===== src/rtl/fifo_dispatcher_pkg.sv =====
// Shared types/helpers for the dispatcher and round-robin blocks.
// FSM state codes, queue-id width and one-hot pop encoding.
package fifo_dispatcher_pkg;

  localparam logic [1:0] ST_IDLE = 2'b00;
  localparam logic [1:0] ST_WAIT = 2'b01;
  localparam logic [1:0] ST_SEND = 2'b10;

  typedef enum logic [1:0] {
    IDLE = ST_IDLE,
    WAIT = ST_WAIT,
    SEND = ST_SEND,
    BAD  = 2'b11
  } state_e;

  function automatic int qid_w(input int n);
    return (n > 1) ? $clog2(n) : 1;
  endfunction

  function automatic logic [31:0] onehot(
    input int unsigned idx
  );
    return 32'd1 << idx;
  endfunction

endpackage


===== src/rtl/fifo_dispatcher_if.sv =====
// Selector/FIFO/output bundle between scheduler, FIFOs and sink.
// master: dispatcher side; slave: environment side.
interface fifo_dispatcher_if
  import fifo_dispatcher_pkg::*;
#(
  parameter int QUEUE_QUANTITY = 4,
  parameter int DATA_BITS      = 8
);
  localparam int QW = qid_w(QUEUE_QUANTITY);
  localparam int FW = QUEUE_QUANTITY * DATA_BITS;

  logic [QW-1:0]             selector;
  logic                      selector_enb;
  logic [QUEUE_QUANTITY-1:0] buf_empty;
  logic [FW-1:0]             fifo_data;
  logic [QUEUE_QUANTITY-1:0] pop;
  logic [DATA_BITS-1:0]      data_out;
  logic [QW-1:0]             data_src;
  logic                      data_valid;
  logic                      data_ready;
  logic                      busy;

  modport master (
    input  selector, selector_enb,
    input  buf_empty, fifo_data,
    input  data_ready,
    output pop, data_out, data_src,
    output data_valid, busy
  );

  modport slave (
    output selector, selector_enb,
    output buf_empty, fifo_data,
    output data_ready,
    input  pop, data_out, data_src,
    input  data_valid, busy
  );
endinterface


===== src/rtl/dispatch_stat_counter.sv =====
// Saturating event counter, sync active-high reset.
// Ports: clk, rst, inc_i, cnt_o[W]. Built only with DISPATCHER_STATS_EN.
`ifdef DISPATCHER_STATS_EN
module dispatch_stat_counter #(
  parameter int W = 16
) (
  input  logic         clk,
  input  logic         rst,
  input  logic         inc_i,
  output logic [W-1:0] cnt_o
);
  logic [W-1:0] cnt_q;

  always_ff @(posedge clk) begin
    if (rst) begin
      cnt_q <= '0;
    end else if (inc_i && (cnt_q != '1)) begin
      cnt_q <= cnt_q + 1'b1;
    end
  end

  assign cnt_o = cnt_q;
endmodule
`endif


===== src/rtl/fifo_dispatcher.sv =====
// Pops one word from the selected FIFO and offers it on valid/ready.
// Ports: clk, rst, enb, bus (master); DISPATCHER_STATS_EN adds stat_sel/stat_count.
module fifo_dispatcher
  import fifo_dispatcher_pkg::*;
#(
  parameter int QUEUE_QUANTITY = 4,
  parameter int DATA_BITS      = 8,
  parameter int CNT_BITS       = 16
) (
  input  logic                clk,
  input  logic                rst,
  input  logic                enb,
`ifdef DISPATCHER_STATS_EN
  input  logic [qid_w(QUEUE_QUANTITY)-1:0] stat_sel,
  output logic [CNT_BITS-1:0] stat_count,
`endif
  fifo_dispatcher_if.master   bus
);
  localparam int QW = qid_w(QUEUE_QUANTITY);
  localparam int DB = DATA_BITS;

  state_e        state_q, state_d;
  logic [QW-1:0] src_q, src_d;
  logic [QW-1:0] dsrc_q, dsrc_d;
  logic [DB-1:0] dout_q, dout_d;
  logic          vld_q, vld_d;
  logic          go, pop_en;
  logic [31:0]   oh;
  logic          unused_oh;

  assign go = enb && bus.selector_enb
           && (int'(bus.selector) < QUEUE_QUANTITY)
           && !bus.buf_empty[bus.selector];

  assign oh        = onehot(32'(bus.selector));
  assign unused_oh = ^oh;

  always_comb begin
    state_d = state_q;
    src_d   = src_q;
    dsrc_d  = dsrc_q;
    dout_d  = dout_q;
    vld_d   = vld_q;
    pop_en  = 1'b0;
    unique case (state_q)
      IDLE: begin
        if (go) begin
          pop_en  = 1'b1;
          src_d   = bus.selector;
          state_d = WAIT;
        end
      end
      // A committed pop always lands, enb or not.
      WAIT: begin
        dout_d  = bus.fifo_data[src_q*DB +: DB];
        dsrc_d  = src_q;
        vld_d   = 1'b1;
        state_d = SEND;
      end
      SEND: begin
        if (bus.data_ready) begin
          vld_d = 1'b0;
          if (go) begin
            pop_en  = 1'b1;
            src_d   = bus.selector;
            state_d = WAIT;
          end else begin
            state_d = IDLE;
          end
        end
      end
      default: begin
        vld_d   = 1'b0;
        state_d = IDLE;
      end
    endcase
  end

  always_ff @(posedge clk) begin
    if (rst) begin
      state_q <= IDLE;
      src_q   <= '0;
      dsrc_q  <= '0;
      dout_q  <= '0;
      vld_q   <= 1'b0;
    end else begin
      state_q <= state_d;
      src_q   <= src_d;
      dsrc_q  <= dsrc_d;
      dout_q  <= dout_d;
      vld_q   <= vld_d;
    end
  end

  assign bus.pop = (pop_en && !rst)
                 ? oh[QUEUE_QUANTITY-1:0] : '0;
  assign bus.data_out   = dout_q;
  assign bus.data_src   = dsrc_q;
  assign bus.data_valid = vld_q;
  assign bus.busy       = (state_q != IDLE);

`ifdef DISPATCHER_STATS_EN
  logic [CNT_BITS-1:0] cnt [QUEUE_QUANTITY];

  for (genvar i = 0; i < QUEUE_QUANTITY; i++) begin : g_cnt
    logic inc;
    assign inc = vld_q && bus.data_ready
              && (dsrc_q == QW'(i));
    dispatch_stat_counter #(.W(CNT_BITS)) u_cnt (
      .clk   (clk),
      .rst   (rst),
      .inc_i (inc),
      .cnt_o (cnt[i])
    );
  end

  assign stat_count = cnt[stat_sel];
`endif

endmodule

===== src/flat_wrapper.sv =====
// flat-port wrapper written by rule: the top's interface ports become plain ports
module fifo_dispatcher_flat import fifo_dispatcher_pkg::*;
#(
  parameter int QUEUE_QUANTITY = 4,
  parameter int DATA_BITS      = 8,
  parameter int CNT_BITS       = 16
)
  (clk, rst, enb, bus_selector, bus_selector_enb, bus_buf_empty, bus_fifo_data, bus_data_ready, bus_pop, bus_data_out, bus_data_src, bus_data_valid, bus_busy);
  fifo_dispatcher_if #(.QUEUE_QUANTITY(QUEUE_QUANTITY), .DATA_BITS(DATA_BITS)) bus_i ();
  input  logic clk;
  input  logic rst;
  input  logic enb;
  input wire logic [$bits(bus_i.selector)-1:0] bus_selector;
  input wire logic [$bits(bus_i.selector_enb)-1:0] bus_selector_enb;
  input wire logic [$bits(bus_i.buf_empty)-1:0] bus_buf_empty;
  input wire logic [$bits(bus_i.fifo_data)-1:0] bus_fifo_data;
  input wire logic [$bits(bus_i.data_ready)-1:0] bus_data_ready;
  output wire logic [$bits(bus_i.pop)-1:0] bus_pop;
  output wire logic [$bits(bus_i.data_out)-1:0] bus_data_out;
  output wire logic [$bits(bus_i.data_src)-1:0] bus_data_src;
  output wire logic [$bits(bus_i.data_valid)-1:0] bus_data_valid;
  output wire logic [$bits(bus_i.busy)-1:0] bus_busy;
  assign bus_i.selector = bus_selector;
  assign bus_i.selector_enb = bus_selector_enb;
  assign bus_i.buf_empty = bus_buf_empty;
  assign bus_i.fifo_data = bus_fifo_data;
  assign bus_i.data_ready = bus_data_ready;
  assign bus_pop = bus_i.pop;
  assign bus_data_out = bus_i.data_out;
  assign bus_data_src = bus_i.data_src;
  assign bus_data_valid = bus_i.data_valid;
  assign bus_busy = bus_i.busy;
  fifo_dispatcher #(.QUEUE_QUANTITY(QUEUE_QUANTITY), .DATA_BITS(DATA_BITS), .CNT_BITS(CNT_BITS)) u_core (.clk(clk), .rst(rst), .enb(enb), .bus(bus_i));
endmodule

===== config.mk =====
export PLATFORM = sky130hd
export DESIGN_NAME = fifo_dispatcher_flat
export DESIGN_NICKNAME = d
export VERILOG_FILES = /design/src/rtl/fifo_dispatcher_pkg.sv /design/src/rtl/fifo_dispatcher_if.sv /design/src/rtl/dispatch_stat_counter.sv /design/src/rtl/fifo_dispatcher.sv /design/src/flat_wrapper.sv
export SDC_FILE = /design/constraint.sdc
export NUM_CORES = 1
export LEC_CHECK = 0
export ABC_AREA = 1
export ABC_CLOCK_PERIOD_IN_PS = 900
export CORE_ASPECT_RATIO = 0.9
export CORE_MARGIN = 1.5
export CORE_UTILIZATION = 42
export DETAILED_ROUTE_END_ITERATION = 16
export DONT_BUFFER_PORTS = 1
export PLACE_DENSITY_LB_ADDON = 0.15
export SLEW_MARGIN = 15
export SYNTH_ARGS = -nofsm -noshare
export SYNTH_HDL_FRONTEND = slang
export SYNTH_HIERARCHICAL = 1
export SYNTH_SLANG_ARGS = --single-unit

===== constraint.sdc =====
create_clock -name clk -period 0.9 [get_ports clk]
set_input_delay 0 -clock clk [delete_from_list [all_inputs] [get_ports clk]]
set_output_delay 0 -clock clk [all_outputs]
set_load 0.005 [all_outputs]

[Word level (Yosys, flattened, before mapping)]
Cells that the tools add are included.
Widths: inputs -> output; s select.
Word-level totals
  word-level logic and storage cells: 39
  output and inout port bits: 16
  input port bits: 43
  register bits: 15
Operators by class
  shifts and indexed selects: 2
  muxes and demuxes: 15
  bitwise gates (word level): 1
  reduce and logical (&&, ||, !) cells: 11
  eq/ne operators: 4
  order comparisons: 1
Operators with widths (count)
  $shiftx 32x6->8: 1
  $mux 2: 4
  $pmux 2 s3: 1
  $reduce_and 2->1: 3
  $mux 1: 5
  $mux 4: 1
  $pmux 2 s2: 1
  $reduce_bool 2->1: 2
  $shl 1x2->4 const A: 1
  $logic_and 1x1->1: 3
  $lt 2x3->1 const B: 1
  $pmux 1 s3: 1
  $bmux 1 s2: 1
  $eq 2x1->1 const B: 1
  $eq 2x2->1 const B: 1
  $logic_not 1->1: 2
  $logic_not 2->1: 1
  $ne 2x1->1 const B: 1
  $ne 2x2->1 const B: 1
  $pmux 1 s2: 1
  $not 1->1: 1

[Depth between registers and ports, before layout]
  depth after elaboration: 9
  depth in mapped cells: 9

[Worst setup path before layout]
Ideal clock, no wire load.
  path kind: reg-to-reg
  from: register u_core.src_q[0]
  to: register u_core.dout_q[2] (netlist: u_core/bus.data_out[2])
  stages on the path, launching flop included: 7
  arrival: 0.909 ns
  required time: 0.787 ns
  path slack: -0.122 ns
  setup time: 0.113 ns
  cell sequence: dfxtp_1 > buf_4 > buf_4 > o21ai_1 > o21ai_1 > o21ai_1 > inv_1
On the way
  word-level cells in the longest chain between the ends: 1
Ends and longest elaborated chain
  start, declared: line fifo_dispatcher.sv:23  | logic [QW-1:0] src_q, src_d;
  start signal, assigned: line fifo_dispatcher.sv:88  | src_q <= src_d;
  $shiftx 32x6->8: line fifo_dispatcher.sv:55  | dout_d = bus.fifo_data[src_q*DB +: DB];
  end signal, assigned: line fifo_dispatcher.sv:90  | dout_q <= dout_d;
  end, declared: line fifo_dispatcher.sv:25  | logic [DB-1:0] dout_q, dout_d;
No other way between the ends.
A chain may end at the register's enable or synchronous reset.

[Worst setup path after layout]
  from: register u_core.state_q[0]
  to: output port bus_pop[1]
On the way
  word-level cells in the longest chain between the ends: 4
  elaborated cells between the ends (all ways): 5
  those cells by class: eq/ne (1); mux (2); reduce/logical (2)
Ends and longest elaborated chain
  start, declared: line fifo_dispatcher.sv:22  | state_e state_q, state_d;
  start signal, assigned: line fifo_dispatcher.sv:87  | state_q <= state_d;
  $eq 2x2->1 / $logic_not 2->1 (equally long branches): line fifo_dispatcher.sv:45  | unique case (state_q)
  $pmux 1 s2 *: line fifo_dispatcher.sv:45
  $logic_and 1x1->1 *: line fifo_dispatcher.sv:95  | assign bus.pop = (pop_en && !rst)
  $mux 4 *: line fifo_dispatcher.sv:96  | ? oh[QUEUE_QUANTITY-1:0] : '0;
  end, declared: line flat_wrapper.sv:18  | output wire logic [$bits(bus_i.pop)-1:0] bus_pop;
Every way passes the cells marked *; elsewhere a longest branch is shown, timed or not.

==> out/metrics.cfg <==
[clocking]
clock_path_buffers = 2
worstSkewPairLatency_ps = 280
cts.clk_slew.worst_paths_ps = 80
cts_buffers = 3
root_buffer = clkbuf_4
cts_tree = done
htreeDepth = 1
cts_sinks = 15

[critical_path]
slowest_stage = dfxtp_4
cp_max_fo = 5
r2r-start = u_core/src_q[0]
ff2ff_path_depth = 7
worstPathRequired_ps = 900
worst_path_largest_cell_delay_ps = 350
path_cells = inv_2, nand3_2, nor2_4, nand3_4, nor2_2
arrival_ps = 1130
r2r_end = u_core/bus.data_out[1]
path_delay_family = simple AND/OR/NAND/NOR gates
critPathBufInv = 1
startpoint_type = register
path_class = register to output port
reg2reg_slack_ps = -230
crit_path_end_kind = output port

[yosys]
synth_edf_count = 0
synth_common_cells = nor2_1, nand2_1, inv_1, o21ai_1, dfxtp_1
ys_async_sr_fraction_pct = 0
yosysTopAreaCell = dfxtp_1
synth_cells = 162
yosys-top-cells-area = dfxtp_1, nor2_1, nand2_1
ys_warn_count = 6
synthMuxAreaShare_pct = 0
avgSynthCellArea_um2 = 5.978
synthSimpleGateAreaFrac_pct = 36.95
ys_seq_area_share_pct = 31.01
yosysUniqueCellTypes = 22
synthFlopType = dfxtp_1
synthAdderAreaFrac_pct = 0
ys_ff_latch = 15
synth_top_area_share_pct = 31.01
synth_xor_area_share_pct = 0
synth_compound_area_share_pct = 17.70
synth_area_um2 = 968.4
synth_top_family_by_area = simple AND/OR/NAND/NOR gates
synth_most_common_cell = nor2_1
synth_nets = 205

[sta]
fin_ws_ps = -234.8
relSlewSlack_pct = 87.34
final-hold-violation-count = 14
period_share_pct = 126.1
fmax_mhz = 881.2
setup_viol = 18
holdWs_ps = -143.5
clock_skew_ps = 1.306
tightest_slew_ps = 187.8
min_period_ps = 1135
rsz0062_at_grt = yes
slew_viol_final = 0

[placed_design]
hpwl_mm = 1.747
dpl_cell_area_um2 = 1039
placedCellCount = 188
gp_congestion = 0.7090
io_buffer_count = 0

[finish]
antennaDiodeCount = 0
drive_gt1_share_pct = 32.57
area_delta_synth_final_pct = 36.69
final_cells = 202
fill_cells = 199
fin_area_um2 = 1324
fin_nets = 219
post-route-util_pct = 60.67

[floorplan]
die_area_um2 = 2603
fp.dieH_um = 48.56
ioPinCount = 59
start_util_pct = 44.38
die_x_um = 53.62
num_rows = 16
core_um2 = 2182

[drt]
drt.antenna.violating_nets = 0
top_layer_used = met4
drt-total-wl_mm = 2.657
wl_met3_um = 212
drt_iter0_drc = 17
vias_per_cell = 5.351
drt-met1-wl_mm = 1.032
drc_errors = 0
firstDrtPassIters = 4
avgRoutedWirePerCell_um = 13.15
dr_wl_met2_mm = 1.369
num_vias = 1081

[outcome]
violations = hold timing, setup timing
status = finished with violations

[power]
internal_power_mw = 1.051
pwr-share-seq_pct = 47.8
swShare_pct = 30.77
combPwrFrac_pct = 27.2
irDropWorstVdd_mv = 1.225
power.switching_uw = 467.0
p_leak_nw = 0.6152
power_frac_clock_pct = 25.0
p_per_area_nw_per_um2 = 1146

[grt]
grt_max_degree = 16
grt_pass1_wl_mm = 3.801
antenna_found_initial = 0
grt-ovfl-total = 0
grt_pass1_vias = 974
grt_util_all_layers_pct = 19.59

[worst_hold_path]
hold_depth = 3
hp-start = rst
hold_end = u_core/bus.data_out[7]
worstHoldPathType = input port to register

[job]
drv_cap = 0

worst register-to-register path: cells and delay by family (launching register included):
family	cells	cell delay, ps
AND/OR/NAND/NOR	1	80
buffers and inverters	4	410
AO/OA/AOI/OAI	2	200
flip-flops	1	340
stage by stage:
stage | power, mW | setup slack, ps | setup TNS (ps)
floorplan | 0.9807 | -81.49 | -568.7
global placement | 1.018 | -157.7 | -966.5
detailed placement | 1.028 | -253.5 | -1280
CTS | 1.480 | -235.4 | -2298
global route | 1.610 | -302.5 | -3903
finish | 1.518 | -234.8 | -2852
layer usage:
layer,vias to the layer above,track usage (%)
li1,544,-
met4,0,5.128
met1,486,19.34
met5,-,0
met2,45,36.63
met3,6,7.407
what timing repair did:
item,in CTS,in global routing
cloned,1,1
pin swaps,8,10
buffers inserted,5,2
endpoints found under the hold margin,15,15
setup endpoints to repair,16,19
resized for setup,31,21
worst max-delay path by stage:
stage | startpoint | endpoint | cells past startpoint
after floorplan | u_core/src_q[0] | u_core/bus.data_out[6] | 7
after global placement | u_core/src_q[0] | u_core/bus.data_out[3] | 6
after detailed placement | u_core/src_q[0] | u_core/bus.data_out[2] | 6
after CTS | u_core/state_q[0] | bus_pop[1] | 5
after global routing | u_core/state_q[0] | bus_pop[1] | 5
final | u_core/state_q[0] | bus_pop[1] | 5
final cells by class:
class                           instances  area, um2  area share [%]
Clock buffer                            4      26.28           1.985
Inverter                               23      106.4           8.034
Multi-Input combinational cell        117      674.4           50.95
Sequential cell                        15      307.8           23.25
Tap cell                               27      33.78           2.552
Timing Repair Buffer                   14      150.1           11.34
Timing Repair inverter                  2      25.02           1.890
flip-flops by register name, indices dropped and copies added, names as in the netlist:
name                   cells
u_core/bus.data_out        8
u_core/bus.data_src        2
u_core/src_q               2
u_core/state_q             2
u_core/bus.data_valid      1
cell usage in the layout, fill, tap and decap left out, drive strengths merged, types with 4 or more instances in the layout:
master,n
nor2,46
nand2,28
inv,23
o21ai,20
dfxtp,15
buf,13
nand3,10
o211ai,6
clkbuf,4
power groups by stage:
stage	registers [mW]	clock network [mW]	logic, mW
after floorplan	0.729	0	0.252
after global placement	0.736	0	0.282
after detailed placement	0.735	0	0.293
after CTS	0.722	0.397	0.361
after global routing	0.729	0.423	0.458
final	0.725	0.379	0.414
kinds of logic (layout without fill, tap and decap cells):
kind of cell | count (synthesis) | in the layout
and+or+nand+nor | 87 | 87
AOI/OAI and AO/OA | 30 | 30
buffers and inverters | 30 | 43
DFF | 15 | 15
Note: power is estimated with default switching activity, not from simulation.
